### config.mk
export PLATFORM = sky130hd
export DESIGN_NAME = ov5640_capture_sched_flat
export DESIGN_NICKNAME = d
export VERILOG_FILES = /design/src/rtl/ov5640_capture_sched_if.sv /design/src/rtl/ov5640_capture_sched.sv /design/src/flat_wrapper.sv
export SDC_FILE = /design/constraint.sdc
export NUM_CORES = 1
export LEC_CHECK = 0
export CORE_MARGIN = 3
export CORE_UTILIZATION = 53
export DETAILED_ROUTE_END_ITERATION = 7
export GPL_TIMING_DRIVEN = 0
export PLACE_DENSITY = 0.9
export SYNTH_ARGS = -nofsm -noshare
export SYNTH_HDL_FRONTEND = slang
export SYNTH_SLANG_ARGS = --single-unit
### constraint.sdc
create_clock -name sys_clk_i -period 2.7 [get_ports sys_clk_i]
set_clock_uncertainty 0.2 [all_clocks]
set_input_delay 0.405 -clock sys_clk_i [delete_from_list [all_inputs] [get_ports sys_clk_i]]
set_output_delay 0.405 -clock sys_clk_i [all_outputs]
set_load 0.03 [all_outputs]
### src/rtl/ov5640_capture_sched_if.sv
`default_nettype none
// ============================================================================
//  Module   : ov5640_capture_sched_if
//  Purpose  : Request, frame-timing and status bundle for the OV5640 capture
//             scheduler. The slave modport is the scheduler, the master
//             modport is whoever drives requests and frame pulses.
//  Revision : 1.0 - initial release
// ============================================================================
interface ov5640_capture_sched_if;
  logic       gpio_req;
  logic       axil_req;
  logic       frame_sof;
  logic       frame_eof;
  logic       capture_en;
  logic       capture_src;
  logic       busy;
  logic       gpio_done;
  logic       axil_done;
  logic [7:0] frame_cnt;
  logic       timeout_err;

  modport master (
    output gpio_req, axil_req, frame_sof, frame_eof,
    input  capture_en, capture_src, busy, gpio_done, axil_done, frame_cnt, timeout_err
  );

  modport slave (
    input  gpio_req, axil_req, frame_sof, frame_eof,
    output capture_en, capture_src, busy, gpio_done, axil_done, frame_cnt, timeout_err
  );
endinterface
`default_nettype wire

### src/rtl/ov5640_capture_sched.sv
`default_nettype none
// ============================================================================
//  Module   : ov5640_capture_sched
//  Purpose  : Arbitrates GPIO / AXI-lite capture requests, aligns each grant
//             to whole camera frames and gates datapath BRAM writes through
//             capture_en. Completion is reported to the granted requester.
//  Options  : CAPTURE_TIMEOUT_EN - adds a 24-bit watchdog that aborts a
//             grant after TIMEOUT_CYCLES cycles in ARMED/CAPTURE.
//  Revision : 1.0 - initial release
// ============================================================================
module ov5640_capture_sched #(
  parameter int FRAMES_PER_REQ = 1,
  parameter int TIMEOUT_CYCLES = 16777215
) (
  input  wire logic               sys_clk_i,
  input  wire logic               sys_rst_i,
  ov5640_capture_sched_if.slave   bus
);

  typedef enum logic [1:0] {
    S_IDLE    = 2'b00,
    S_ARMED   = 2'b01,
    S_CAPTURE = 2'b11,
    S_DONE    = 2'b10
  } state_t;

  localparam logic [3:0]  FRAMES_INIT = 4'(FRAMES_PER_REQ);
  localparam logic [23:0] WD_LIMIT    = 24'(TIMEOUT_CYCLES - 1);

  state_t     state_q, state_d;
  logic       gpio_req_q, axil_req_q;
  logic       gpio_pend_q, gpio_pend_d;
  logic       axil_pend_q, axil_pend_d;
  logic       last_axi_q, last_axi_d;
  logic       src_q, src_d;
  logic [3:0] frames_left_q, frames_left_d;
  logic [7:0] frame_cnt_q, frame_cnt_d;
  logic       gpio_done_q, gpio_done_d;
  logic       axil_done_q, axil_done_d;

  logic       gpio_rise, axil_rise;
  logic       grant, grant_axi;
  logic       timeout_hit;

  assign gpio_rise = bus.gpio_req & ~gpio_req_q;
  assign axil_rise = bus.axil_req & ~axil_req_q;

  // Arbitration, frame alignment, pending queues and completion reporting.
  always_comb begin
    state_d       = state_q;
    last_axi_d    = last_axi_q;
    src_d         = src_q;
    frames_left_d = frames_left_q;
    frame_cnt_d   = frame_cnt_q;
    grant         = 1'b0;
    grant_axi     = 1'b0;

    case (state_q)
      S_IDLE: begin
        if (gpio_pend_q || axil_pend_q) begin
          grant         = 1'b1;
          // On a tie the source that did not win last time goes first.
          grant_axi     = axil_pend_q && (!gpio_pend_q || !last_axi_q);
          src_d         = grant_axi;
          last_axi_d    = grant_axi;
          frames_left_d = FRAMES_INIT;
          state_d       = S_ARMED;
        end
      end
      S_ARMED: begin
        // A lone eof is ignored so a partially seen frame is never written.
        if (timeout_hit)         state_d = S_DONE;
        else if (bus.frame_sof)  state_d = S_CAPTURE;
      end
      S_CAPTURE: begin
        // A frame that completes on the watchdog cycle still counts.
        if (bus.frame_eof) begin
          frame_cnt_d   = frame_cnt_q + 8'd1;
          frames_left_d = frames_left_q - 4'd1;
          state_d       = (frames_left_q > 4'd1) ? S_ARMED : S_DONE;
        end else if (timeout_hit) begin
          state_d = S_DONE;
        end
      end
      default: state_d = S_IDLE;
    endcase

    // New edges win over the grant clear so none is lost while busy.
    gpio_pend_d = (gpio_pend_q & ~(grant & ~grant_axi)) | gpio_rise;
    axil_pend_d = (axil_pend_q & ~(grant &  grant_axi)) | axil_rise;

    gpio_done_d = (state_q == S_DONE) && !src_q;

    // axil_done holds until the requester drops its level.
    if ((state_q == S_DONE) && src_q) axil_done_d = 1'b1;
    else if (!bus.axil_req)           axil_done_d = 1'b0;
    else                              axil_done_d = axil_done_q;
  end

  // Scheduler state and status registers.
  always_ff @(posedge sys_clk_i or posedge sys_rst_i) begin
    if (sys_rst_i) begin
      state_q       <= S_IDLE;
      gpio_req_q    <= 1'b0;
      axil_req_q    <= 1'b0;
      gpio_pend_q   <= 1'b0;
      axil_pend_q   <= 1'b0;
      last_axi_q    <= 1'b1;
      src_q         <= 1'b0;
      frames_left_q <= 4'd0;
      frame_cnt_q   <= 8'd0;
      gpio_done_q   <= 1'b0;
      axil_done_q   <= 1'b0;
    end else begin
      state_q       <= state_d;
      gpio_req_q    <= bus.gpio_req;
      axil_req_q    <= bus.axil_req;
      gpio_pend_q   <= gpio_pend_d;
      axil_pend_q   <= axil_pend_d;
      last_axi_q    <= last_axi_d;
      src_q         <= src_d;
      frames_left_q <= frames_left_d;
      frame_cnt_q   <= frame_cnt_d;
      gpio_done_q   <= gpio_done_d;
      axil_done_q   <= axil_done_d;
    end
  end

`ifdef CAPTURE_TIMEOUT_EN
  logic [23:0] wd_q;
  logic        timeout_err_q;

  assign timeout_hit = ((state_q == S_ARMED) || (state_q == S_CAPTURE)) && (wd_q == WD_LIMIT);

  // Watchdog counts busy cycles of the current grant; the error flag is sticky until the next grant.
  always_ff @(posedge sys_clk_i or posedge sys_rst_i) begin
    if (sys_rst_i) begin
      wd_q          <= 24'd0;
      timeout_err_q <= 1'b0;
    end else begin
      if (grant)
        wd_q <= 24'd0;
      else if ((state_q == S_ARMED) || (state_q == S_CAPTURE))
        wd_q <= wd_q + 24'd1;

      if (grant)
        timeout_err_q <= 1'b0;
      else if (timeout_hit)
        timeout_err_q <= 1'b1;
    end
  end

  assign bus.timeout_err = timeout_err_q;
`else
  logic w_unused_timeout;
  assign w_unused_timeout = ^WD_LIMIT;
  assign timeout_hit      = 1'b0;
  assign bus.timeout_err  = 1'b0;
`endif

  assign bus.capture_en  = (state_q == S_CAPTURE);
  assign bus.busy        = (state_q != S_IDLE);
  assign bus.capture_src = src_q;
  assign bus.gpio_done   = gpio_done_q;
  assign bus.axil_done   = axil_done_q;
  assign bus.frame_cnt   = frame_cnt_q;

endmodule
`default_nettype wire
### src/flat_wrapper.sv
// flat-port wrapper written by rule: the top's interface ports become plain ports
module ov5640_capture_sched_flat 
#(
  parameter int FRAMES_PER_REQ = 1,
  parameter int TIMEOUT_CYCLES = 16777215
)
  (sys_clk_i, sys_rst_i, bus_gpio_req, bus_axil_req, bus_frame_sof, bus_frame_eof, bus_capture_en, bus_capture_src, bus_busy, bus_gpio_done, bus_axil_done, bus_frame_cnt, bus_timeout_err);
  ov5640_capture_sched_if bus_i ();
  input  wire logic sys_clk_i;
  input  wire logic sys_rst_i;
  input wire logic [$bits(bus_i.gpio_req)-1:0] bus_gpio_req;
  input wire logic [$bits(bus_i.axil_req)-1:0] bus_axil_req;
  input wire logic [$bits(bus_i.frame_sof)-1:0] bus_frame_sof;
  input wire logic [$bits(bus_i.frame_eof)-1:0] bus_frame_eof;
  output wire logic [$bits(bus_i.capture_en)-1:0] bus_capture_en;
  output wire logic [$bits(bus_i.capture_src)-1:0] bus_capture_src;
  output wire logic [$bits(bus_i.busy)-1:0] bus_busy;
  output wire logic [$bits(bus_i.gpio_done)-1:0] bus_gpio_done;
  output wire logic [$bits(bus_i.axil_done)-1:0] bus_axil_done;
  output wire logic [$bits(bus_i.frame_cnt)-1:0] bus_frame_cnt;
  output wire logic [$bits(bus_i.timeout_err)-1:0] bus_timeout_err;
  assign bus_i.gpio_req = bus_gpio_req;
  assign bus_i.axil_req = bus_axil_req;
  assign bus_i.frame_sof = bus_frame_sof;
  assign bus_i.frame_eof = bus_frame_eof;
  assign bus_capture_en = bus_i.capture_en;
  assign bus_capture_src = bus_i.capture_src;
  assign bus_busy = bus_i.busy;
  assign bus_gpio_done = bus_i.gpio_done;
  assign bus_axil_done = bus_i.axil_done;
  assign bus_frame_cnt = bus_i.frame_cnt;
  assign bus_timeout_err = bus_i.timeout_err;
  ov5640_capture_sched #(.FRAMES_PER_REQ(FRAMES_PER_REQ), .TIMEOUT_CYCLES(TIMEOUT_CYCLES)) u_core (.sys_clk_i(sys_clk_i), .sys_rst_i(sys_rst_i), .bus(bus_i));
endmodule
==> results of run 1 <==
cells in the final DEF, fill, tap and decap left out, types with 2 or more instances in the layout:
cell,Yosys,routed
ha_1,3,3
clkdlybuf4s50_1,0,18
clkbuf_4,0,3
a21oi_1,2,2
o21ai_1,2,2
a22o_1,2,2
xor2_1,4,4
xnor2_1,4,4
nand4_1,3,3
buf_4,2,2
dfrtp_1,21,21
a31oi_1,2,2
o21ai_0,2,2
nor2_1,4,4
nand2_1,11,11
nor3_1,3,3
inv_1,7,7
through the flow:
stage                     setup WS [ps]  total power, mW  instances
after detailed placement            663             1.18        135
after floorplan                    1210            0.970         92
final                               317             1.36        139
after global placement              692             1.15        135
after global routing                218             1.45        139
after CTS                           299             1.36        139
layout make-up:
type / count / area [um2] / area share
clock buffer: 4 / 36.3 / 0.0288
inverter: 8 / 30.0 / 0.0239
sequential: 22 / 552 / 0.438
timing repair buffer: 18 / 180 / 0.143
multi-input combinational: 59 / 409 / 0.325
tap: 25 / 31.3 / 0.0249
buffer: 3 / 20.0 / 0.0159
power by group:
group          switching (mW)  internal [mW]
logic                   0.344          0.272
clock network          0.0966         0.0824
registers               0.116          0.447
state kept, by name, indices dropped and copies added (netlist names):
name and cells:
u_core.bus.frame_cnt 8, u_core.state_q 2, u_core.gpio_req_q 1, u_core.bus.axil_done 1, u_core.frames_left_q 4, u_core.last_axi_q 1, u_core.gpio_pend_q 1, u_core.bus.gpio_done 1
u_core.bus.capture_src 1, u_core.axil_req_q 1, u_core.axil_pend_q 1
critical path, delay by kind of cell (launching register included):
| kind | cells | cell delay [ps] |
|---|---|---|
| buffers and inverters | 3 | 860 |
| AND/OR/NAND/NOR | 1 | 240 |
| flip-flops | 1 | 370 |
layer usage:
metal,wire length [um],global-route usage,part of all wire,vias up
met1,747,0.204,0.42,358
met3,114,0.0302,0.064,8
met4,53,0.111,0.030,0
met5,0,0,0,-
li1,-,-,-,360
met2,866,0.275,0.49,36
path summary, 6_finish.rpt:
path | startpoint | end | slack, ps | cells after the start
worst min register to register | u_core.bus.frame_cnt[7] | u_core.bus.frame_cnt[7] | 270 | 1
worst max register to register | u_core.frames_left_q[0] | u_core.state_q[0] | 1090 | 5
worst min-delay path | u_core.bus.frame_cnt[7] | u_core.bus.frame_cnt[7] | 270 | 1
min in group asynchronous | sys_rst_i | u_core.bus.frame_cnt[6] | 330 | 2
max in group asynchronous | sys_rst_i | u_core.bus.capture_src | 1470 | 2
worst max-delay path | u_core.state_q[0] | bus_busy | 320 | 4
cells by family (layout without fill, tap and decap cells):
family,count (synthesis),after routing,synth area share
AND/OR/NAND/NOR,31,31,0.181
buffers and inverters,11,33,0.0495
adder cells (fa/ha/maj),3,3,0.0371
XOR/XNOR,8,8,0.0693
AO/OA/AOI/OAI,15,15,0.103
other,1,1,0.00371
flip-flops,22,22,0.546
multiplexers,1,1,0.0111
==> flow_metrics.env, run 1 <==
export IMPL_status="finished, final reports clean"
export IMPL_synth_avg_cell_area_um2=11.0
export IMPL_fin_tns_setup_ps=0
export IMPL_grt_usage=0.169
export IMPL_synthTopCellsByCount="21 x dfrtp_1, 11 x nand2_1, 7 x inv_1"
export IMPL_setup_violations=0
export IMPL_dp_hpwl_um=1310
export IMPL_synth_most_common_cell="dfrtp_1"
export IMPL_drt_wl_total_um=1780
export IMPL_nFillCells=154
export IMPL_crit_slowest_cell="clkdlybuf4s50_1"
export IMPL_insertion_delay_ps=310
export IMPL_core_um2=1760
export IMPL_worst_ep_required_time_ps=2100
export IMPL_synth_cells=92
export IMPL_vias=762
export IMPL_rsz0062_at_grt="no"
export IMPL_cp_max_fo=9
export IMPL_drt_pre_antenna_iters=4
export IMPL_slowest_delay_ps=600
export IMPL_fmax_mhz=420
export IMPL_netlist_top_cells_area="dfrtp_1 52%, nand2_1 4.1%, ha_1 3.7%, xnor2_1 3.5%, xor2_1 3.5%"
export IMPL_critPathArrivalTime_ps=1780
export IMPL_io_buffers=18
export IMPL_synth_edf_count=0
export IMPL_yosys_area_top_type="dfrtp_1"
export IMPL_fin_util=0.713
export IMPL_die_h_um=49.7
export IMPL_p_leak_nw=0.580
export IMPL_placed_area_um2=1220
export IMPL_ys_seq_area_frac=0.546
export IMPL_h_tree_depth=1
export IMPL_path_cells="buf_2 -> nor2_2 -> inv_2 -> clkdlybuf4s50_1"
export IMPL_cts_resized=0
export IMPL_max_cap_violations=0
export IMPL_period_share=0.883
export IMPL_cts_tree="done"
export IMPL_cts_hold_buf=0
export IMPL_grt_pass1_vias=733
export IMPL_hold_path_class="reg -> reg"
export IMPL_tightest_slew_ps=795
export IMPL_cts_made_buffers=3
export IMPL_synth_top_area_frac=0.520
export IMPL_overflow=0
export IMPL_whs_ps=272
export IMPL_clkTransAtPathRegs_ps=120
export IMPL_antenna_found_initial=0
export IMPL_cts_root_buf="clkbuf_4"
export IMPL_cp_start_kind="register"
export IMPL_postLayoutCellArea_um2=1260
export IMPL_gp_congestion=0.771
export IMPL_wl_per_cell_um=12.8
export IMPL_io_pins=20
export IMPL_syn_nets=101
export IMPL_relSlewSlack=0.470
export IMPL_drc=0
export IMPL_hold_viol=0
export IMPL_vdd_ir_drop_max_uv=656
export IMPL_power_density_nw_per_um2=1080
export IMPL_die_area_um2=2470
export IMPL_ys_seq_elements=22
export IMPL_nets=124
export IMPL_antenna_left=0
export IMPL_initial_core_util=0.573
export IMPL_crit_type="reg -> out"
export IMPL_async_reset_ff_frac=1.00
export IMPL_numClockSinks=22
export IMPL_antennaDiodeCount=0
export IMPL_grt_max_degree=23
export IMPL_die_w_um=49.7
export IMPL_drt_initial_drc_count=18
export IMPL_syn_cell_area_um2=1010
export IMPL_cts_setup_buffers=0
export IMPL_cts_buffer_depth=2
export IMPL_yosys_most_used_dff="dfrtp_1"
export IMPL_rows=15
export IMPL_drive_above_1_share=0.123
export IMPL_endpoint_kind="output pin"
export IMPL_fin_crit_ps=2380
export IMPL_vias_per_cell=5.48
export IMPL_grt_first_pass_wirelength_um=3120
export IMPL_netlist_cell_type_count=35
export IMPL_drv_slew=0
export IMPL_syn_to_final_growth_pct=24.5
export IMPL_yosys_warnings=0
Power figures use the tool's default switching activity.
==> inputs of run 2 (changes only) <==
- CORE_UTILIZATION: 53 -> 64
- DONT_BUFFER_PORTS: default -> 1
- PLACE_DENSITY: 0.9 -> 0.88
==> flow_metrics.env, run 2 (synthesis results as in run 1) <==
export IMPL_r2r_end="u_core.bus.frame_cnt[6]"
export IMPL_critPathTopFamily="flip-flops"
export IMPL_endpoint_kind="output pin"
export IMPL_syn_to_final_growth_pct=8.42
export IMPL_crit_path_end="bus_busy"
export IMPL_grt_max_degree=23
export IMPL_relSlewSlack=0.477
export IMPL_hold_path_class="in -> reg"
export IMPL_final_cells=115
export IMPL_insertion_delay_ps=310
export IMPL_antenna_left=0
export IMPL_grt_first_pass_wirelength_um=2730
export IMPL_drc=0
export IMPL_cp_max_fo=9
export IMPL_rsz0062_at_grt="no"
export IMPL_fin_ws_ps=866
export IMPL_dp_cells=107
export IMPL_slowest_delay_ps=380
export IMPL_largest_reg_flops=8
export IMPL_fin_tns_setup_ps=0
export IMPL_die_w_um=45.7
export IMPL_cts_setup_buffers=0
export IMPL_cts_made_buffers=3
export IMPL_core_um2=1380
export IMPL_status="finished, final reports clean"
export IMPL_gp_congestion=0.800
export IMPL_rows=13
export IMPL_period_share=0.679
export IMPL_clkTransAtPathRegs_ps=110
export IMPL_hold_viol=0
export IMPL_max_cap_violations=0
export IMPL_cts_tree="done"
export IMPL_cp_start_kind="register"
export IMPL_initial_core_util=0.731
export IMPL_drt_pre_antenna_iters=4
export IMPL_critPathArrivalTime_ps=1230
export IMPL_die_area_um2=2090
export IMPL_overflow=0
export IMPL_drive_above_1_share=0.130
export IMPL_p_leak_nw=0.523
export IMPL_nFillCells=82
export IMPL_drv_slew=0
export IMPL_fin_crit_ps=1830
export IMPL_crit_path_start="u_core.state_q[0]"
export IMPL_nets=110
export IMPL_die_h_um=45.7
export IMPL_h_tree_depth=1
export IMPL_grt_usage=0.186
export IMPL_drt_initial_drc_count=12
export IMPL_io_pins=20
export IMPL_worstPathBufferInverterCount=2
export IMPL_mostFrequentLayoutCells="21 x dfrtp_1, 11 x nand2_1, 7 x inv_1"
export IMPL_power_density_nw_per_um2=1100
export IMPL_crit_type="reg -> out"
export IMPL_antenna_found_initial=0
export IMPL_antennaDiodeCount=0
export IMPL_whs_ps=28.7
export IMPL_rrSetupSlack_ps=1100
export IMPL_wl_per_cell_um=14.7
export IMPL_numClockSinks=22
export IMPL_rr_worst_depth=3
export IMPL_cp_depth=3
export IMPL_crit_slowest_cell="dfrtp_1"
export IMPL_path_cells="buf_2 -> nor2_2 -> inv_2"
export IMPL_vias=683
export IMPL_vdd_ir_drop_max_uv=594
export IMPL_tightest_slew_ps=783
export IMPL_final_common_cell="dfrtp_1"
export IMPL_dp_slack_ps=1120
export IMPL_worst_ep_required_time_ps=2100
export IMPL_setup_violations=0
export IMPL_io_buffers=0
export IMPL_grt_pass1_vias=620
export IMPL_dp_hpwl_um=1230
export IMPL_r2r_start="u_core.bus.frame_cnt[2]"
export IMPL_cts_root_buf="clkbuf_4"
export IMPL_drt_wl_total_um=1700
export IMPL_cts_buffer_depth=2
export IMPL_fmax_mhz=545
export IMPL_vias_per_cell=5.94
run 2: cell types whose count changed in the layout (fill, tap and decap cells not counted):
cell / change
clkdlybuf4s50_1: -18
dlygate4sd3_1: +4
clkbuf_1: +1
clkbuf_8: -1
run 2: how the worst min path moves through the flow:
stage	from	end	cells past startpoint
after global routing	bus_axil_req	u_core.bus.axil_done	1
after global placement	bus_gpio_req	u_core.gpio_req_q	0
after CTS	bus_axil_req	u_core.bus.axil_done	1
final	bus_axil_req	u_core.bus.axil_done	1
after floorplan	sys_rst_i	u_core.axil_pend_q	1
after detailed placement	bus_gpio_req	u_core.gpio_req_q	0
run 2: repair_timing:
action / 4_1_cts / 5_1_grt
gates resized for setup: 0 / 0
setup endpoints to repair: 0 / 0
hold endpoints to repair: 24 / 0
hold buffers: 4 / 0
run 2: power by group:
group	internal [mW]	total, mW	leakage, nW	switching [mW]
clock	0.0576	0.151	0.0150	0.0935
combinational	0.168	0.386	0.240	0.218
sequential	0.446	0.666	0.268	0.221
run 2: per-layer routing:
metal | GRT usage | vias to the layer above | wire (um)
li1 | - | 332 | -
met4 | 0.0682 | 0 | 23
met2 | 0.304 | 18 | 827
met5 | 0 | - | 0
met3 | 0.0395 | 4 | 95
met1 | 0.242 | 329 | 749
run 2: cell type report:
cell class / count / area [um2] / share of cell area
Sequential cell: 22 / 552 / 0.503
Clock buffer: 4 / 26.3 / 0.0240
Inverter: 8 / 30.0 / 0.0274
Timing Repair Buffer: 4 / 40.0 / 0.0365
Buffer: 3 / 20.0 / 0.0183
Multi-Input combinational cell: 59 / 409 / 0.373
Tap cell: 15 / 18.8 / 0.0171
run 2: worst reg2reg max path, stage by stage, from the launching register on:
cell and delay [ps]:
dfrtp_1 610, nand3_1 260, nor3_1 300, xor2_1 160
run 2: through the flow:
stage | instance area (um2) | utilization | power (mW)
3_5_place_dp | 1030 | 0.745 | 1.05
2_1_floorplan | 1010 | - | 0.970
3_3_place_gp | 1030 | 0.745 | 1.03
6_report | 1100 | 0.793 | 1.20
5_1_grt | 1100 | 0.793 | 1.29
4_1_cts | 1100 | 0.793 | 1.20
